===== src/rtl/mips_pkg.sv =====
// Shared MIPS pipeline definitions: datapath width, bubble encoding and fetch FSM states.
package mips_pkg;

  localparam int unsigned PC_W = 32;

  // sll $0,$0,0
  localparam logic [PC_W-1:0] NOP_WORD = '0;

  typedef enum logic [1:0] {
    BOOT   = 2'd0,
    RUN    = 2'd1,
    HALTED = 2'd2
  } fetch_state_e;

endpackage


===== src/rtl/if_id_register.sv =====
// IF/ID pipeline register: flush inserts a bubble, load captures a fetched word, otherwise hold.
module if_id_register
  import mips_pkg::*;
#(
  parameter logic [PC_W-1:0] BUBBLE_WORD = mips_pkg::NOP_WORD
) (
  input  logic            clk_i,
  input  logic            rst_ni,
  input  logic            load_i,
  input  logic            flush_i,
  input  logic [PC_W-1:0] instr_i,
  input  logic [PC_W-1:0] pcplus4_i,
  output logic [PC_W-1:0] instr_o,
  output logic [PC_W-1:0] pcplus4_o,
  output logic            valid_o
);

  logic [PC_W-1:0] instr_q;
  logic [PC_W-1:0] pcplus4_q;
  logic            valid_q;

  // A bubble leaves PC+4 untouched; it is meaningless while valid is low.
  always_ff @(posedge clk_i or negedge rst_ni) begin
    if (!rst_ni) begin
      instr_q   <= BUBBLE_WORD;
      pcplus4_q <= '0;
      valid_q   <= 1'b0;
    end else if (flush_i) begin
      instr_q <= BUBBLE_WORD;
      valid_q <= 1'b0;
    end else if (load_i) begin
      instr_q   <= instr_i;
      pcplus4_q <= pcplus4_i;
      valid_q   <= 1'b1;
    end
  end

  assign instr_o   = instr_q;
  assign pcplus4_o = pcplus4_q;
  assign valid_o   = valid_q;

endmodule


===== src/rtl/instruction_fetch_stage.sv =====
// MIPS fetch stage: PC register, next-PC selection, fetch FSM and delivered-instruction counter.
module instruction_fetch_stage
  import mips_pkg::*;
#(
  parameter logic [31:0] RESET_PC = 32'h0000_0000,
  parameter logic [31:0] NOP_WORD = mips_pkg::NOP_WORD,
  parameter int unsigned IMEM_AW  = 7
) (
  input  logic        Clk,
  input  logic        Reset,
  output logic [31:0] IMemAddress,
  input  logic [31:0] IMemInstruction,
  input  logic        DecodeReady,
  input  logic        RedirectValid,
  input  logic [31:0] RedirectTarget,
  input  logic        Halt,
  output logic [31:0] IFID_Instruction,
  output logic [31:0] IFID_PCPlus4,
  output logic        IFID_Valid,
  output logic        Halted,
  output logic [31:0] FetchCount
);

  // Memory word index is PC[IMEM_AW+1:2]; aliasing above that is intentional.
  if (IMEM_AW < 1 || IMEM_AW > 30) begin : g_bad_aw
    $error("IMEM_AW out of range");
  end

  localparam logic [PC_W-1:0] RESET_PC_ALIGNED = {RESET_PC[PC_W-1:2], 2'b00};

  fetch_state_e    state_q, state_d;
  logic            halted_q;
  logic [PC_W-1:0] pc_q, pc_d;
  logic [PC_W-1:0] count_q, count_d;
  logic [PC_W-1:0] pc_plus4;
  logic [PC_W-1:0] redirect_pc;
  logic            ifid_load;
  logic            ifid_flush;

  assign pc_plus4    = pc_q + 32'd4;
  assign redirect_pc = {RedirectTarget[PC_W-1:2], 2'b00};

  always_comb begin
    state_d    = state_q;
    pc_d       = pc_q;
    count_d    = count_q;
    ifid_load  = 1'b0;
    ifid_flush = 1'b0;
    unique case (state_q)
      BOOT: begin
        state_d    = RUN;
        ifid_flush = 1'b1;
        if (RedirectValid) pc_d = redirect_pc;
      end
      RUN: begin
        if (RedirectValid) begin
          pc_d       = redirect_pc;
          ifid_flush = 1'b1;
        end else if (!DecodeReady) begin
          pc_d = pc_q;
        end else if (Halt) begin
          ifid_flush = 1'b1;
          state_d    = HALTED;
        end else begin
          ifid_load = 1'b1;
          pc_d      = pc_plus4;
          count_d   = count_q + 32'd1;
        end
      end
      HALTED: begin
        if (RedirectValid) begin
          pc_d       = redirect_pc;
          ifid_flush = 1'b1;
          state_d    = RUN;
        end else if (DecodeReady) begin
          ifid_flush = 1'b1;
        end
      end
      default: state_d = BOOT;
    endcase
  end

  always_ff @(posedge Clk or negedge Reset) begin
    if (!Reset) begin
      state_q  <= BOOT;
      halted_q <= 1'b0;
      pc_q     <= RESET_PC_ALIGNED;
      count_q  <= '0;
    end else begin
      state_q  <= state_d;
      halted_q <= (state_d == HALTED);
      pc_q     <= pc_d;
      count_q  <= count_d;
    end
  end

  if_id_register #(
    .BUBBLE_WORD(NOP_WORD)
  ) u_if_id (
    .clk_i     (Clk),
    .rst_ni    (Reset),
    .load_i    (ifid_load),
    .flush_i   (ifid_flush),
    .instr_i   (IMemInstruction),
    .pcplus4_i (pc_plus4),
    .instr_o   (IFID_Instruction),
    .pcplus4_o (IFID_PCPlus4),
    .valid_o   (IFID_Valid)
  );

  assign IMemAddress = pc_q;
  assign Halted      = halted_q;
  assign FetchCount  = count_q;

endmodule


===== config.mk =====
export PLATFORM = sky130hd
export DESIGN_NAME = instruction_fetch_stage
export DESIGN_NICKNAME = d
export VERILOG_FILES = /design/src/rtl/mips_pkg.sv /design/src/rtl/if_id_register.sv /design/src/rtl/instruction_fetch_stage.sv
export SDC_FILE = /design/constraint.sdc
export NUM_CORES = 1
export LEC_CHECK = 0
export ABC_AREA = 1
export CORE_ASPECT_RATIO = 1.75
export CORE_MARGIN = 5
export CORE_UTILIZATION = 44
export CTS_CLUSTER_SIZE = 16
export DETAILED_ROUTE_END_ITERATION = 6
export PLACE_DENSITY = 0.78
export SYNTH_ARGS = -nofsm -noshare
export SYNTH_HDL_FRONTEND = slang
export SYNTH_SLANG_ARGS = --single-unit

===== constraint.sdc =====
create_clock -name Clk -period 1.62 [get_ports Clk]
set_input_delay 0.324 -clock Clk [delete_from_list [all_inputs] [get_ports Clk]]
set_output_delay 0.324 -clock Clk [all_outputs]
set_load 0.005 [all_outputs]

# --- Word-level counts from Yosys, hierarchy flattened ---
# Cells that the tools add are included.
word_totals:
  ff_bits: 132
  in_bits: 69
  output_inout_bits: 130
  word_cells: 49
op_classes:
  add_sub_neg: 2
  n_eq_ne: 6
  mux: 24
  bitwise: 3
  n_reduce_logical: 7
op_table:
  columns: ["op", "count"]
  rows:
  - ["32-bit 2-to-1 mux", 6]
  - ["32-bit case mux with 2 select lines", 1]
  - ["32-bit by 1-bit adder with 32-bit output (second input constant)", 1]
  - ["32-bit by 3-bit adder with 32-bit output (second input constant)", 1]
  - ["1-bit 2-to-1 mux", 11]
  - ["2-bit 2-to-1 mux", 4]
  - ["4-bit AND reduction", 2]
  - ["3-bit != test (second input constant)", 2]
  - ["2-bit case mux with 3 select lines", 1]
  - ["2-bit == test (second input constant)", 2]
  - ["2-bit nonzero test", 2]
  - ["1-bit NOT", 3]
  - ["1-bit case mux with 3 select lines", 1]
  - ["2-bit by 1-bit == test with 1-bit output (second input constant)", 1]
  - ["2-bit logical NOT", 1]
  - ["2-bit by 1-bit != test with 1-bit output (second input constant)", 1]
  - ["2-bit AND reduction", 1]
  - ["2-bit OR reduction", 1]

# --- Depth between registers and ports, before layout ---
logic_depth:
  word_depth: 6
  ltp_mapped: 10
  ltp_nobuf: 10

# --- Cells and area by module ---
# Synthesis repeated with hierarchy kept, for this count alone.
unflattened:
  hier_cells: 978
  area_unflattened_um2: 7220.7
by_module_without_submodules:
  columns: ["module", "n_inst", "cells_each", "area_each_um2", "seq_area_each_um2"]
  rows:
  - ["instruction_fetch_stage", 1, 696, 4675.7, 1626.6]
  - ["if_id_register", 1, 282, 2544.9, 1626.6]

# --- Worst setup path before layout ---
# OpenSTA, ideal clock, no wires.
synth_timing:
  path_type: "register to register"
  startpoint: "reg state_q[0]"
  endpoint: "reg u_if_id.instr_q[1] (netlist: u_if_id.instr_o[1])"
  setup_time_ns: 0.065
  t_arrival_ns: 1.477
  t_required_ns: 1.555
  slack_ns: 0.078
  path_stages_with_launch: 11
  n_path_buf: 1
  synth_period_minus_slack_ns: 1.542
  cell_sequence: "dfrtp_1 inv_1 ha_1 nor2_1 nand3_1 o211ai_2 inv_1 nor2_2 buf_4 nand2_1 nand2_1"
synth_between:
  elab_chain_len: 3
  elab_cells_between_ends: 7
  cone_classes: "eq/ne: 2; mux: 3; reduce/logical: 2"
synth_rtl:
  columns: ["item", "line_no", "text"]
  rows:
  - ["from (decl)", "instruction_fetch_stage.sv:31", "fetch_state_e state_q, state_d;"]
  - ["from (signal assigned)", "instruction_fetch_stage.sv:90", "state_q <= state_d;"]
  - ["2-bit == test (tied with other cells)", "instruction_fetch_stage.sv:49", "unique case (state_q)"]
  - ["1-bit case mux with 3 select lines / 1-bit 2-to-1 mux (equally long branches)", "instruction_fetch_stage.sv:49", null]
  - ["32-bit 2-to-1 mux / 2-bit nonzero test (equally long branches)", null, null]
  - ["to (signal assigned)", "if_id_register.sv:32", "instr_q <= instr_i;"]
  - ["to (decl)", "if_id_register.sv:18", "logic [PC_W-1:0] instr_q;"]
# Parallel ways exist; a longest one is shown, timed or not.
# A chain may end at the register's enable or synchronous reset.

# --- Worst setup path after layout ---
layout_timing:
  startpoint: "reg state_q[0]"
  endpoint: "reg u_if_id.instr_q[25] (netlist: u_if_id.instr_o[25])"
# The elaborated chain is that of the path after synthesis.

==> results.md <==
- The library cell with the largest summed area after synthesis is dfrtp_1.
- Yosys attributes the largest share of cell area to dfrtp_1 46%, nand2_1 25%, nor2_1 7.5%, inv_1 3.6%, nand3_1 2.9%.
- Each instance of the synthesized netlist takes up on average about 7 µm².
- Routability-driven placement finished with a final weighted congestion of approximately 0.95.
- The sequential-to-total area share from yosys stat is 45.6%.
- The data arrival time at the worst-slack endpoint is 2.02 ns.
- The area of the multi-input gates is 3910 µm².
- The HPWL after detailed placement is roughly 18000 µm.
- Across all register-to-register paths, the minimum setup slack is -0.09 ns.
- The full die area is 18700 µm².
- The maximum clock rate is 584 MHz.
- The remaining design rule violation count is 0.
- The launching element type of the critical path is a flop.
- The path depth of the worst reg2reg path is 12.
- The total of endpoints with negative setup slack in the final report is 77.
- approximately 200 I/O pins were placed.
- The worst path uses 106% of the clock period.
- The floorplan step defined a core boundary enclosing 15800 µm².
- Hold timing on the final database bottoms out at a slack of 0.304 ns.
- The start point of the critical path is state_q[0]$_DFF_PN0_.
- In this run the vertical extent of the chip is about 180 µm.
- The run finished, with violations left.
- Setup repair after global routing could not meet its margin everywhere.
- The critical path ends at u_if_id.instr_o[25]$_DFFE_PN0P_.
- The worst setup path is captured at a flop.
- The worst setup skew after layout is 0.0120 ns.
- After floorplanning, the core was divided into 61 placement rows.
- The repair_antennas step left the layout with diodes totalling 0.
- Once the floorplan was initialized, standard cells occupied between 40% and 50% of the core.
- The startpoint identified for the worst register-to-register timing path is state_q[0]$_DFF_PN0_.
- The setup total negative slack is -3.58 ns.
- Registers take around 3200 µm².
- In the final routed layout, each cell accounts on average for 18.2 µm.
- The floorplan die width is 106 µm.
- The number of fillers in the final layout is 1109.
- The first global-routing pass estimated 39800 µm of wire.
- In this run, CTS created clock tree buffers numbering 17.
- The clock period minus final worst setup slack is 1.71 ns.
- The maximum VDD drop is roughly 1.1 mV.
- The count of buffers inserted at the top-level ports is 192.
- TritonCTS built the clock tree.
- The number of design-rule violations left by the first detailed-router iteration is around 480.
- Synthesis instantiated 30 different standard cells from the library.
- Clock-pin slew was measured on the worst setup and hold paths at 0.06 ns.
- The root buffer cell chosen for the clock tree is clkbuf_16.
- The number of global-route vias before repair came to 7922.
- The post-synthesis cell count is 1010.
- The leftover overflow at the end of global routing is 0.
- The synthesized design contains 0 enable-type register cells.
- The final max-slew violation count is 0.
- The number of nets with antenna violations after routing is 0.
- The number of detailed-routing iterations run before antenna repair is 6.
- The count of clock tree sinks is between 100 and 150.
- The tool flagged a number of max-cap violations equal to 0.
- Across all layers, the routed design uses between 8k and 9k vias.
- For this run, the share of the core covered by cells in the final layout is between 70% and 80%.
- In the routed layout, each cell is associated on average with a via count of 5.25.
- During synthesis, Yosys emitted a total of 0 warnings.
- The final reports fail on negative setup slack.
- The layout-stage area growth over the synthesis result is 67.3%.
- Synthesis inferred 128 register bits.
- The clock latency on the worst-skew pair is 0.42 ns.
- For this block, the routed nets add up to between 20000 and 30000 µm of wire.
- Global routing used between 20% and 30% of the available tracks.
- The endpoint of the worst register-to-register path is u_if_id.instr_o[25]$_DFFE_PN0P_.
- The maximum fanout along the worst path is 8.
- The leakage power is 0.00649 µW.
- The setup slack after layout is -0.0934 ns.
- The most used flip-flop cell after synthesis is dfrtp_1.
- The H-tree was split into 4 levels.
- For this run, asynchronously set or reset flops after synthesis account for 100%.
- The worst hold path belongs to the class in2async.
- Entering global routing, the biggest net connects 54 pins.
- Summing every instance area after synthesis gives between 7000 and 8000 µm².
- Counting along the longest clock path gives a buffer depth of 2.
- The total number of nets in the final design is 1433.
- The data required time of the worst path is 1.92 ns.
- Summed over its instances, the top area cell type makes up around 46% of the synthesized netlist area.
- The power density over cell area is 1610 nW/µm².
- The critical path class is reg2reg.
- Cells with a size suffix above 1 make up around 25% of the layout.
- The initial antenna violation count is 0.
- The number of hold violations in the final report is 0.
==> worst min-delay path by stage <==
stage / slack, ns / end / cells after the start
6_report: 0.30 / FetchCount[10]$_DFFE_PN0P_ / 2
2_1_floorplan: 0.03 / FetchCount[0]$_DFFE_PN0P_ / 0
5_1_grt: 0.31 / FetchCount[11]$_DFFE_PN0P_ / 2
3_5_place_dp: 0.16 / FetchCount[10]$_DFFE_PN0P_ / 1
3_3_place_gp: 0.16 / FetchCount[11]$_DFFE_PN0P_ / 1
4_1_cts: 0.30 / FetchCount[10]$_DFFE_PN0P_ / 2
==> synth_stat cells (all sizes together), types with 7 or more instances <==
library cell	n
o21ai	24
xor2	13
nor2	150
nand3	42
inv	72
nand3b	11
xnor2	9
dfrtp	128
nand2	483
buf	27
nand4	7
a21oi	23
==> registers in the layout (all words and copies together) (netlist names) <==
register,cells
u_if_id.valid_o,1
Halted,1
FetchCount,32
u_if_id.instr_o,32
IMemAddress,30
u_if_id.pcplus4_o,30
state_q,2
==> where the power goes <==
group	internal [µW]	switching [µW]	leakage, µW	total [µW]
clock network	2500	1510	0.000288	4010
registers	4210	680	0.00164	4890
logic	4750	5310	0.00456	10100
total	11500	7500	0.00649	19000
==> layer usage <==
metal | vias up | GRT usage [%] | part of all wire, %
li1 | 3812 | - | -
met1 | 3780 | 26.0 | 31
met2 | 427 | 53.2 | 54
met3 | 170 | 4.45 | 6.2
met4 | 0 | 16.1 | 8.6
met5 | - | 0 | 0
==> through the flow <==
stage | setup slack (ns) | cell area, µm² | power, µW | cells
final | -0.0934 | 11800 | 19000 | 1559
after global routing | -0.196 | 11800 | 19900 | 1559
after CTS | -0.125 | 11000 | 17500 | 1540
after detailed placement | -0.384 | 9690 | 12400 | 1435
after global placement | -0.329 | 9690 | 12300 | 1435
after floorplan | 0.0778 | 7040 | 8300 | 1013
==> layout by cell type, fill, tap and decap left out, drive strengths merged, types with 4 or more instances in the layout <==
cell,count
ha,6
dlygate4sd2,75
clkinv,6
inv,72
clkdlybuf4s50,74
xnor2,9
nand2,483
buf,159
xor2,13
dfrtp,128
nand3b,11
nor3,5
clkinvlp,4
dlymetal6s2s,41
nand3,42
nor2,150
o22ai,5
a21oi,23
o21ai,24
nand4,7
conb,4
clkbuf,24
==> cells by family (layout without fill, tap and decap cells) <==
group	Yosys count	count (layout)	synth area share, %
flops	128	128	45.6
xor+xnor	22	22	2.74
simple gates	698	698	40.1
fa+ha+maj	6	6	1.07
buf+inv	102	459	6.49
compound gates	53	53	4.02
other cells	1	4	0.0533
==> repair_timing <==
| action | 4_1_cts | 5_1_grt |
|---|---|---|
| setup buffers | 71 | 16 |
| pin swaps | 11 | 28 |
| endpoints found under the setup margin | 193 | 158 |
| resized for setup | 130 | 178 |
| gates cloned | 3 | 7 |
| hold buffers | 1 | 0 |
| endpoints found under the hold margin | 45 | 0 |
==> worst max-delay path, cell delays in order, from the launching register on <==
cell	delay, ns
dfrtp_1	0.40
inv_2	0.10
ha_2	0.22
nand2_2	0.08
nand3_4	0.11
o211ai_4	0.10
buf_6	0.13
inv_4	0.04
nor2_4	0.04
buf_12	0.13
clkbuf_16	0.16
nand2_2	0.05
nand2_1	0.05
==> layout make-up <==
class / instances / area share (%)
clock inverter: 12 / 1.36
clock buffer: 19 / 3.85
inverter: 72 / 2.47
multi-input combinational: 783 / 33.2
tap: 189 / 2.01
timing repair inverter: 1 / 0.0744
sequential: 128 / 27.4
timing repair buffer: 355 / 29.7
(Power assumes the default switching activity.)
